`src/rtl/host_iface_pkg.sv`:
```
`default_nettype none
// =============================================================================
// host_iface_pkg : shared state encoding and helpers for host interface blocks
// Rev 1.0
// =============================================================================
package host_iface_pkg;

   localparam logic [1:0] c_st_idle = 2'd0;
   localparam logic [1:0] c_st_sel  = 2'd1;
   localparam logic [1:0] c_st_wait = 2'd2;

   typedef enum logic [1:0] {
      ST_IDLE = c_st_idle,
      ST_SEL  = c_st_sel,
      ST_WAIT = c_st_wait
   } arb_state_t;

   // Index width that never collapses to zero bits for a single source.
   function automatic int clog2_min1(input int value);
      int r;
      r = $clog2(value);
      return (r < 1) ? 1 : r;
   endfunction

endpackage
`default_nettype wire

```
`src/rtl/out_arb_rr_pick.sv`:
```
`default_nettype none
// =============================================================================
// rr_pick : round-robin pick of the first masked requester after last_i
// Rev 1.0
// =============================================================================
module rr_pick
   import host_iface_pkg::*;
#(
   parameter  int N_SRCS = 2,
   localparam int SRC_W  = clog2_min1(N_SRCS)
)(
   input  logic [N_SRCS-1:0] req_i,
   input  logic [N_SRCS-1:0] mask_i,
   input  logic [SRC_W-1:0]  last_i,
   output logic [SRC_W-1:0]  idx_o,
   output logic              valid_o
);

   logic [N_SRCS-1:0] w_req;
   logic [SRC_W-1:0]  w_cand;

   assign w_req = req_i & mask_i;

   // Scan farthest offset first so the nearest requester after last_i wins.
   always_comb begin
      idx_o   = '0;
      valid_o = 1'b0;
      w_cand  = '0;
      for (int off = N_SRCS; off >= 1; off--) begin
         w_cand = SRC_W'((int'(last_i) + off) % N_SRCS);
         if (w_req[w_cand]) begin
            idx_o   = w_cand;
            valid_o = 1'b1;
         end
      end
   end

endmodule
`default_nettype wire

```
`src/rtl/out_arb.sv`:
```
`default_nettype none
// =============================================================================
// out_arb : round-robin output arbiter with priority class and bounded bursts
// Rev 1.0
// =============================================================================
module out_arb
   import host_iface_pkg::*;
#(
   parameter  int                N_SRCS    = 2,
   parameter  int                DATA_W    = 8,
   parameter  int                MAX_BURST = 16,
   parameter  logic [N_SRCS-1:0] PRIO_MASK = N_SRCS'(1),
   localparam int                SRC_W     = clog2_min1(N_SRCS)
)(
   input  logic                       clk_i,
   input  logic                       reset_i,
   input  logic [N_SRCS*DATA_W-1:0]   omux_data_i,
   input  logic [N_SRCS-1:0]          omux_req_i,
   output logic [N_SRCS-1:0]          omux_sel_o,
   output logic [DATA_W-1:0]          out_o,
   output logic [SRC_W-1:0]           out_src_o,
   output logic                       out_req_o,
   input  logic                       out_ack_i
);

   localparam int               c_cnt_w         = clog2_min1(MAX_BURST + 1);
   localparam logic [c_cnt_w-1:0] c_burst_max   = c_cnt_w'(MAX_BURST);
   localparam bit               c_burst_limited = (MAX_BURST != 0);

   arb_state_t          r_state;
   arb_state_t          w_state_nxt;
   logic [SRC_W-1:0]    r_grant;
   logic [SRC_W-1:0]    r_last;
   logic [c_cnt_w-1:0]  r_burst_cnt;
   logic [DATA_W-1:0]   r_out;
   logic [SRC_W-1:0]    r_out_src;
   logic [N_SRCS-1:0]   w_prio_req;
   logic [N_SRCS-1:0]   w_mask;
   logic [SRC_W-1:0]    w_pick_idx;
   logic                w_pick_valid;
   logic                w_req_granted;
   logic                w_burst_done;
   logic [DATA_W-1:0]   w_src_data [N_SRCS];

   generate
      for (genvar k = 0; k < N_SRCS; k++) begin : g_unpack
         assign w_src_data[k] = omux_data_i[k*DATA_W +: DATA_W];
      end
   endgenerate

   // Restrict the candidates to the priority class whenever any of it is requesting.
   assign w_prio_req = omux_req_i & PRIO_MASK;
   assign w_mask     = (|w_prio_req) ? PRIO_MASK : '1;

   rr_pick #(
      .N_SRCS (N_SRCS)
   ) u_rr_pick (
      .req_i   (omux_req_i),
      .mask_i  (w_mask),
      .last_i  (r_last),
      .idx_o   (w_pick_idx),
      .valid_o (w_pick_valid)
   );

   assign w_req_granted = omux_req_i[r_grant];
   assign w_burst_done  = c_burst_limited && (r_burst_cnt == c_burst_max);

   always_ff @(posedge clk_i or posedge reset_i) begin
      if (reset_i) r_state <= ST_IDLE;
      else         r_state <= w_state_nxt;
   end

   always_comb begin
      w_state_nxt = r_state;
      case (r_state)
         ST_IDLE: if (|omux_req_i) w_state_nxt = ST_SEL;
         ST_SEL:  w_state_nxt = w_req_granted ? ST_WAIT : ST_IDLE;
         ST_WAIT: if (out_ack_i) w_state_nxt = w_burst_done ? ST_IDLE : ST_SEL;
         default: w_state_nxt = ST_IDLE;
      endcase
   end

   always_ff @(posedge clk_i or posedge reset_i) begin
      if (reset_i) begin
         r_grant     <= '0;
         r_last      <= SRC_W'(N_SRCS - 1);
         r_burst_cnt <= '0;
         r_out       <= '0;
         r_out_src   <= '0;
      end else begin
         case (r_state)
            ST_IDLE: begin
               r_burst_cnt <= '0;
               if (w_pick_valid) r_grant <= w_pick_idx;
            end
            ST_SEL: begin
               if (w_req_granted) begin
                  r_out       <= w_src_data[r_grant];
                  r_out_src   <= r_grant;
                  r_burst_cnt <= r_burst_cnt + c_cnt_w'(1);
               end else begin
                  r_last <= r_grant;
               end
            end
            ST_WAIT: if (out_ack_i && w_burst_done) r_last <= r_grant;
            default: ;
         endcase
      end
   end

   assign omux_sel_o = (r_state == ST_SEL) ? (N_SRCS'(1) << r_grant) : '0;
   assign out_req_o  = (r_state == ST_WAIT);
   assign out_o      = r_out;
   assign out_src_o  = r_out_src;

endmodule
`default_nettype wire

```
`config.mk`:
```
export PLATFORM = sky130hd
export DESIGN_NAME = out_arb
export DESIGN_NICKNAME = d
export VERILOG_FILES = /design/src/rtl/host_iface_pkg.sv /design/src/rtl/out_arb_rr_pick.sv /design/src/rtl/out_arb.sv
export SDC_FILE = /design/constraint.sdc
export NUM_CORES = 1
export LEC_CHECK = 0
export CORE_MARGIN = 2
export CORE_UTILIZATION = 47
export CTS_CLUSTER_SIZE = 40
export DETAILED_ROUTE_END_ITERATION = 8
export PLACE_DENSITY = 0.83
export SETUP_SLACK_MARGIN = 0.15
export SYNTH_ARGS = -nofsm -noshare
export SYNTH_HDL_FRONTEND = slang
export SYNTH_SLANG_ARGS = --single-unit
```
`constraint.sdc`:
```
create_clock -name clk_i -period 3.11 [get_ports clk_i]
set_input_delay 0.311 -clock clk_i [delete_from_list [all_inputs] [get_ports clk_i]]
set_output_delay 0.311 -clock clk_i [all_outputs]
set_load 0.005 [all_outputs]
```
### Word-level counts from Yosys, hierarchy flattened

Index checks and enable logic that the tools add are counted.

* memories kept: 0
* ROM bits: 0
* latch bits: 0
* output and inout bits: 12
* logic and storage cells: 59
* bits in registers: 18
* bits of input ports: 21
* bits in writable memories: 0

* add/sub/neg operators: 3
* bitwise logic cells: 2
* multiplexer cells: 25
* divide/modulo/power cells: 0
* $lt $le $gt $ge: 4
* eq/ne operators: 8
* multiply operators: 0
* shifts and indexed selects: 1
* reductions and logical operators: 10

Operator list (number)
* 8-bit two-way mux: 3
* 1-bit two-way mux: 13
* 2-bit two-way mux: 5
* 5-bit case mux with 2 select lines: 1
* 2-bit AND reduction: 4
* 1-bit by 2-bit < comparator with 1-bit output, second input constant: 3
* 2-bit inequality test, second input constant: 3
* 2-bit case mux with 3 select lines: 1
* 5-bit by 1-bit adder with 5-bit output, second input constant: 1
* 5-bit equality test, second input constant: 1
* 5-bit two-way mux: 1
* 2-bit by 1-bit inequality test with 1-bit output, second input constant: 2
* 2-bit nonzero test: 2
* 3-bit AND reduction: 1
* 1-bit adder, second input constant: 2
* 2-bit bitwise AND: 1
* 2-bit by 1-bit equality test with 1-bit output, second input constant: 1
* 2-bit equality test, second input constant: 1
* 2-bit greater-or-equal comparator, second input constant: 1
* 2-bit zero test: 1
* 1-bit inverter with 2-bit output: 1
* 1-bit case mux with 2 select lines: 1
* 2-bit OR reduction: 1
* 1-bit by 1-bit << shifter with 2-bit output, first input constant: 1
* 1-bit logical AND: 1

### Depth between registers and ports, before layout

Gate-level depths: netlist (run 1).

* depth after elaboration: 7
* mapped depth: 7
* mapped depth without buffers: 6

### Cells and area by module

From an unflattened synthesis (run 1), not the netlist that was laid out.

* cell total of the unflattened synthesis: 103
* area, all modules: 1018.5 um2

By module, submodules not included
* out_arb: sequential area each 451.7 um2, cells an instance 99, instances 1, area each 1001.0 um2
* rr_pick: sequential area each 0.0 um2, cells an instance 4, instances 1, area each 17.5 um2

### Least setup slack after synthesis (run 1)

No wires, ideal clock.

* path kind: register -> register
* from: register r_state[1]
* to: register r_burst_cnt[4]
* arrival: 1.423 ns
* path slack: 1.610 ns
* library setup time: 0.077 ns
* cell stages (with the launch flop): 7
* required time: 3.033 ns
* path buffers: 1
* period minus slack after synthesis: 1.500 ns
* cells stage by stage: dfrtp_1 -> inv_1 -> ha_1 -> clkbuf_1 -> nand4_1 -> or3_1 -> a21oi_1

* longest elaborated chain between the ends: 3
* elaborated cells on any way between the ends: 6
* classes of those cells: 2 x eq/ne; 1 x mux; 3 x reduce/logical

RTL lines
* start: declaration: line out_arb.sv:30 `arb_state_t r_state;`
* start signal: assignment: line out_arb.sv:70 `else r_state <= w_state_nxt;`
* 2-bit by 1-bit equality test with 1-bit output or 2-bit zero test (tied branches): line out_arb.sv:91 `case (r_state)`
* 2-bit inequality test (no source line) or 2-bit nonzero test (tied branches)
* 2-bit AND reduction (no source line)
* end signal: assignment: line out_arb.sv:100 `r_burst_cnt <= r_burst_cnt + c_cnt_w'(1);`
* end: declaration: line out_arb.sv:34 `logic [c_cnt_w-1:0] r_burst_cnt;`

Parallel ways exist; a longest one is shown, timed or not.
A chain may end at the register's enable or synchronous reset.

### Worst setup path in the final report (run 1)

* from: register r_state[1]
* to: output port omux_sel_o[0]

* longest elaborated chain between the ends: 2

RTL lines
* 2-bit by 1-bit equality test with 1-bit output: line out_arb.sv:111 `assign omux_sel_o = (r_state == ST_SEL) ? (N_SRCS'(1) << r_grant) : '0;`
* 2-bit two-way mux: line out_arb.sv:111
* end: declaration: line out_arb.sv:19 `output logic [N_SRCS-1:0] omux_sel_o,`

No other way between the ends.

==> out/qor.csv, run 1 <==
stage,metric,value,unit
synthesis,ys_ff_latch,17,
timing,fin_crit,2.163,ns
global_routing,grt-ovfl-total,0,
clock_tree,path_clk_slew,0.10,ns
detailed_routing,antenna_left,0,
critical_path,cp.arrival,1.85,ns
clock_tree,numClockSinks,17,
timing,worst_slew_pin_slew,0.6560,ns
timing,finClkSkew,0.005223,ns
critical_path,crit_required,2.80,ns
worst_hold_path,min_path_type,primary input to asynchronous set/reset pin,
finish,drive_gt1_frac,0.04000,
detailed_routing,wire_per_inst,13.38,um
critical_path,worstSetupPathType,flip-flop to output port,
place,dp_hpwl,1599,um
global_routing,grtUsageMet2,0.3403,
job,max_cap_viol_count,0,
finish,nets,153,
die,die-area,0.002356,sq mm
synthesis,syn_nets,121,
detailed_routing,drt-initial-drc-count,17,
global_routing,grt_pass1_vias,752,
place,gp_congestion,0.7185,
critical_path,start_kind,flip-flop,
timing,relSlewSlack,0.5627,
global_routing,use_met3,0.02469,
die,rows,16,
detailed_routing,drc,0,
clock_tree,cts_hold_buf,0,
die,core_area,0.001922,sq mm
global_routing,busiest_layer,met2,
global_routing,grt_usage,0.1841,
timing,rsz0062_at_grt,false,
finish,num_antenna_cells,0,
finish,final_cells,152,
synthesis,synth_area_leaders,"dfrtp_1, mux2i_1, ha_1, o21ai_0, a21oi_1",
clock_tree,cts_setup_buffers,0,
synthesis,syn_area,932.1,sq um
global_routing,grt_antenna_before_repair,0,
detailed_routing,via_per_inst,5.151,
synthesis,synth.top_cell.area_share,0.4564,
clock_tree,tritoncts,yes,
detailed_routing,vias,783,
pwr,leakagePower,0.5612,nW
timing,maxSlewViolCount,0,
timing,setup_viol,0,
clock_tree,cts_root_buf,clkbuf_4,
synthesis,yosysTopAreaCell,dfrtp_1,
global_routing,grt_pass1_wl,3360,um
critical_path,path_max_fanout,9,
place,dp.cells,148,
die,io_pins,33,
critical_path,crit_chain,inv_1 -> ha_1 -> nor2b_1 -> clkdlybuf4s50_1,
global_routing,grt_max_degree,24,
detailed_routing,routed_wl,2034,um
critical_path,r2r_end,r_state[1],
critical_path,crit_slowest_cell,clkdlybuf4s50_1,
critical_path,r2r_slack,1.33,ns
die,start_util,0.4850,
pwr,p_per_area,802.7,mW/mm^2
clock_tree,clkLatencyLatePin,0.29,ns
die,die_h,48.54,um
clock_tree,ctsResizeCount,0,
timing,period_share,0.6956,
detailed_routing,firstDrtPassIters,4,
clock_tree,numCtsBuffers,3,
timing,final.setup.tns,0,ns
place,portBuffers,32,
global_routing,grt_use_met1,0.2093,
timing,max_freq,0.4622,GHz
synthesis,synth_warnings,0,
finish,syn_to_final_growth,37.58,%
timing,hold_violations,0,
synthesis,ys_types,23,
critical_path,max_stage_delay,0.51,ns
critical_path,cp-end-kind,output port,
synthesis,netlist_instances,94,
critical_path,r2r-start,r_grant,
clock_tree,clockBufferDepth,2,
synthesis,yosysSeqAreaShare,0.4564,
critical_path,r2r_cells,4,
clock_tree,htree_levels,1,
pwr,ir_drop,0.5939,mV
status,status,"complete, no violations",
die,die-width,48.54,um
synthesis,syn_avg_cell_area,9.916,sq um
[flip-flops by register name (all words and copies together) (netlist names)]
signal / flops
r_burst_cnt: 5
r_state: 2
out_o: 8
out_src_o: 1
r_grant: 1
[critical path: cells and delay by family, from the launching register on]
family | cells | cell delay, ns
buf+inv | 2 | 0.61
flops | 1 | 0.42
fa+ha+maj | 1 | 0.35
simple gates | 1 | 0.17
[metrics by stage]
step / hold slack [ns] / util / area, sq um / total power [mW] / setup WS [ns]
after global placement: 0.4624 / 0.6536 / 1256 / 0.8905 / 1.318
after detailed placement: 0.4764 / 0.6536 / 1256 / 0.9206 / 1.277
after floorplan: 0.2371 / - / 932.1 / 0.7008 / 1.610
after CTS: 0.4187 / 0.6673 / 1282 / 1.039 / 0.9435
after global routing: 0.4504 / 0.6673 / 1282 / 1.111 / 0.8597
final: 0.4014 / 0.6673 / 1282 / 1.029 / 0.9466
[kinds of logic after synthesis]
logic type	after synthesis	share of synthesized area
adders and majority gates	6	0.08053
and+or+nand+nor	26	0.1557
muxes	9	0.1101
buffers and inverters	12	0.06040
DFF	17	0.4564
AOI/OAI and AO/OA	24	0.1369
[placed cells by master, fill, tap and decap left out, drive strengths merged, types with 2 or more instances in the layout]
cell and count:
clkbuf 4, a21oi 8, inv 7, nand2b 4, nand3 2, mux2i 9, o22ai 2, nand2 9
nand4 2, clkdlybuf4s50 32, or3 2, nor2 2, ha 6, nor2b 3, dfrtp 17, o21ai 12
[Yosys cell counts]
cell type / instances
dfrtp_1: 17
o21ai_0: 12
nand2_1: 9
a21oi_1: 8
mux2i_1: 8
inv_1: 7
ha_1: 6
buf_2: 3
nand2b_1: 3
nor2b_1: 3
nand3_1: 2
nand4_1: 2
nor2_1: 2
o22ai_1: 2
or3_1: 2
and2_1: 1
buf_6: 1
clkbuf_1: 1
mux2i_4: 1
nand2b_4: 1
nand4bb_1: 1
o211ai_1: 1
o31ai_1: 1
[power breakdown]
group	internal [mW]	switching (mW)	total, mW
clock	0.0499	0.0685	0.118
sequential	0.308	0.0950	0.403
combinational	0.286	0.222	0.509
total	0.644	0.386	1.03
[how the worst max path moves through the flow]
stage               cells past startpoint              to        from  slack (ns)
floorplan                               6  r_burst_cnt[4]  r_state[1]        1.61
global placement                        4   omux_sel_o[0]  r_state[1]        1.32
detailed placement                      4   omux_sel_o[0]  r_state[1]        1.28
CTS                                     4   omux_sel_o[0]  r_state[1]        0.94
global route                            4   omux_sel_o[0]  r_state[1]        0.86
finish                                  4   omux_sel_o[0]  r_state[1]        0.95
[cell type report]
class,count,area [sq um]
Tap cell,27,33.78
Fill cell,167,639.4
Multi-Input combinational cell,65,450.4
Inverter,7,26.28
Clock buffer,4,26.28
Sequential cell,17,425.4
Timing Repair Buffer,32,320.3
[metal layers]
layer  routed length [um]  vias to the layer above
met1                  857                      376
met3                   70                        5
met5                    0                        -
li1                     -                      382
met4                   39                        0
met2                 1067                       20
No activity file was read; power rests on OpenSTA's default activity.
==> inputs of run 2 (changes only) <==
--- a/config.mk
+++ b/config.mk
@@ -6,10 +6,10 @@
 export NUM_CORES = 1
 export LEC_CHECK = 0
 export CORE_MARGIN = 2
-export CORE_UTILIZATION = 47
+export CORE_UTILIZATION = 39
 export CTS_CLUSTER_SIZE = 40
 export DETAILED_ROUTE_END_ITERATION = 8
-export PLACE_DENSITY = 0.83
+export PLACE_DENSITY = 0.74
 export SETUP_SLACK_MARGIN = 0.15
 export SYNTH_ARGS = -nofsm -noshare
 export SYNTH_HDL_FRONTEND = slang
==> constraint.sdc (replaced) <==
create_clock -name clk_i -period 1.78 [get_ports clk_i]
set_input_delay 0.178 -clock clk_i [delete_from_list [all_inputs] [get_ports clk_i]]
set_output_delay 0.178 -clock clk_i [all_outputs]
set_load 0.005 [all_outputs]
==> out/qor.csv, run 2 (synthesis gave the netlist of run 1 again) <==
stage,metric,value,unit,change
pwr,intPower,1.214,mW,+89%
finish,stdcell_area,0.001356,sq mm,+5.8%
critical_path,cp-end-kind,flip-flop,,
place,dp.cells,151,,+2.0%
timing,finClkSkew,0.0006707,ns,-0.004553 ns
timing,setup_viol,0,,unchanged
clock_tree,htree_levels,1,,unchanged
pwr,leakagePower,0.6062,nW,+8.0%
critical_path,crit_slowest_cell,dfrtp_1,,
critical_path,path_delay_family,flip-flops,,
timing,relSlewSlack,0.5713,,+0.008662
global_routing,grt-ovfl-total,0,,unchanged
detailed_routing,vias,803,,+2.6%
finish,mostFrequentLayoutCells,"clkdlybuf4s50_1, dfrtp_1, o21ai_0",,
die,die-area,0.002797,sq mm,+19%
pwr,p_per_area,1432,mW/mm^2,+78%
job,max_cap_viol_count,0,,unchanged
pwr,p_seq_frac,0.347,,-0.044
timing,fin_crit,1.522,ns,
die,die-width,52.89,um,+9.0%
clock_tree,cts_root_buf,clkbuf_4,,
timing,final.setup.tns,0,ns,unchanged
place,portBuffers,32,,unchanged
timing,maxSlewViolCount,0,,unchanged
critical_path,start_kind,flip-flop,,
finish,drive_gt1_frac,0.1515,,+0.1115
place,gp_congestion,0.7609,,+5.9%
pwr,switchingPower,0.7278,mW,+89%
detailed_routing,wire_per_inst,12.66,um,-5.4%
finish,layout.cells.most_common,clkdlybuf4s50_1,,
critical_path,crit_required,1.95,ns,-0.85 ns
clock_tree,tritoncts,yes,,
pwr,switching_share,0.3747,,about the same
timing,hold_slack,0.2617,ns,-0.1397 ns
pwr,ir_drop,0.8530,mV,+44%
finish,nets,160,,+4.6%
global_routing,grt_max_degree,24,,unchanged
finish,final_cells,160,,+5.3%
status,status,"complete, no violations",,
worst_hold_path,min_path_type,primary input to asynchronous set/reset pin,,
detailed_routing,routed_wl,2025,um,-0.44%
global_routing,grt_usage,0.1607,,-0.02338
global_routing,grt_pass1_vias,809,,+7.6%
die,io_pins,33,,unchanged
critical_path,critPathBufInv,3,,+1
detailed_routing,firstDrtPassIters,4,,unchanged
finish,num_antenna_cells,0,,unchanged
clock_tree,numCtsBuffers,3,,unchanged
global_routing,grt_antenna_before_repair,0,,unchanged
timing,rsz0062_at_grt,false,,
detailed_routing,drc,0,,unchanged
timing,max_freq,0.6572,GHz,
finish,final_core_util,0.6073,,-0.06003
global_routing,grt_pass1_wl,3256,um,-3.1%
detailed_routing,via_per_inst,5.019,,-2.6%
place,dp_hpwl,1477,um,-7.6%
pwr,p_comb_frac,0.547,,+0.053
detailed_routing,drt-initial-drc-count,9,,-8
critical_path,path_max_fanout,23,,+14
pwr,p_clk_frac,0.107,,-0.008
critical_path,cp.arrival,1.69,ns,-0.16 ns
clock_tree,numClockSinks,17,,unchanged
place,place_area,0.001272,sq mm,+1.3%
timing,hold_violations,0,,unchanged
clock_tree,clkLatencyLatePin,0.29,ns,about the same
timing,period_share,0.8549,,
finish,largest_register_ffs,8,,unchanged
critical_path,max_stage_delay,0.45,ns,-0.06 ns
clock_tree,clockBufferDepth,2,,unchanged
die,core_area,0.002233,sq mm,+16%
die,rows,17,,+1
clock_tree,path_clk_slew,0.10,ns,about the same
clock_tree,cts_hold_buf,0,,unchanged
critical_path,crit_top_cell,buf_4,,
finish,syn_to_final_growth,45.50,%,
timing,worst_slew_pin_slew,0.6423,ns,-0.01370 ns
die,die_h,52.89,um,+9.0%
detailed_routing,antenna_left,0,,unchanged
critical_path,r2r_slack,0.26,ns,-1.07 ns
die,start_util,0.4174,,-0.06766
critical_path,worstSetupPathType,flip-flop to flip-flop,,
critical_path,crit_chain,ha_4 -> buf_4 -> buf_6 -> buf_4 -> nand2b_4 -> nand2b_1 -> o22ai_1,,
run 2: power groups by stage:
stage,Combinational [mW],Clock [mW],Sequential (mW)
2_1_floorplan,0.586,0,0.639
3_3_place_gp,0.943,0,0.665
3_5_place_dp,0.963,0,0.673
4_1_cts,1.01,0.208,0.666
5_1_grt,1.19,0.229,0.693
6_report,1.06,0.208,0.673
run 2: area by class of cell:
cell class                 count  area, sq um
fill                         201        877.1
multi-input combinational     65        473.0
sequential                    17        425.4
timing repair buffer          39        369.1
tap                           28        35.03
inverter                       7        26.28
clock buffer                   3        22.52
clock inverter                 1        5.005
run 2: metal layers:
layer  vias to the layer above  share of wire  global-route usage
met4                         0          0.027             0.08120
met2                        32           0.44              0.2833
met5                         -              0                   0
li1                        396              -                   -
met1                       367           0.46              0.1828
met3                         8          0.069             0.03107
run 2: through the flow:
| step | power [mW] | worst slack, ns |
|---|---|---|
| 2_1_floorplan | 1.224 | 0.2798 |
| 3_3_place_gp | 1.608 | 0.2818 |
| 3_5_place_dp | 1.636 | 0.2494 |
| 4_1_cts | 1.880 | 0.1674 |
| 5_1_grt | 2.113 | 0.1556 |
| 6_report | 1.942 | 0.2583 |
run 2: worst paths after layout:
path	from	depth (start not counted)	endpoint
min in group clk_i	out_o[0]	2	out_o[0]
max in group asynchronous	reset_i	2	r_burst_cnt[3]
max	r_state[0]	7	r_state[1]
min	reset_i	2	r_burst_cnt[1]
max reg2reg	r_state[0]	7	r_state[1]
min reg2reg	out_o[0]	2	out_o[0]
run 2: repair_timing:
item / 4_1_cts / 5_1_grt
resized for setup: 7 / 6
pin swaps: 0 / 4
endpoints found under the setup margin: 3 / 3
gates cloned: 0 / 0
setup buffers: 3 / 2
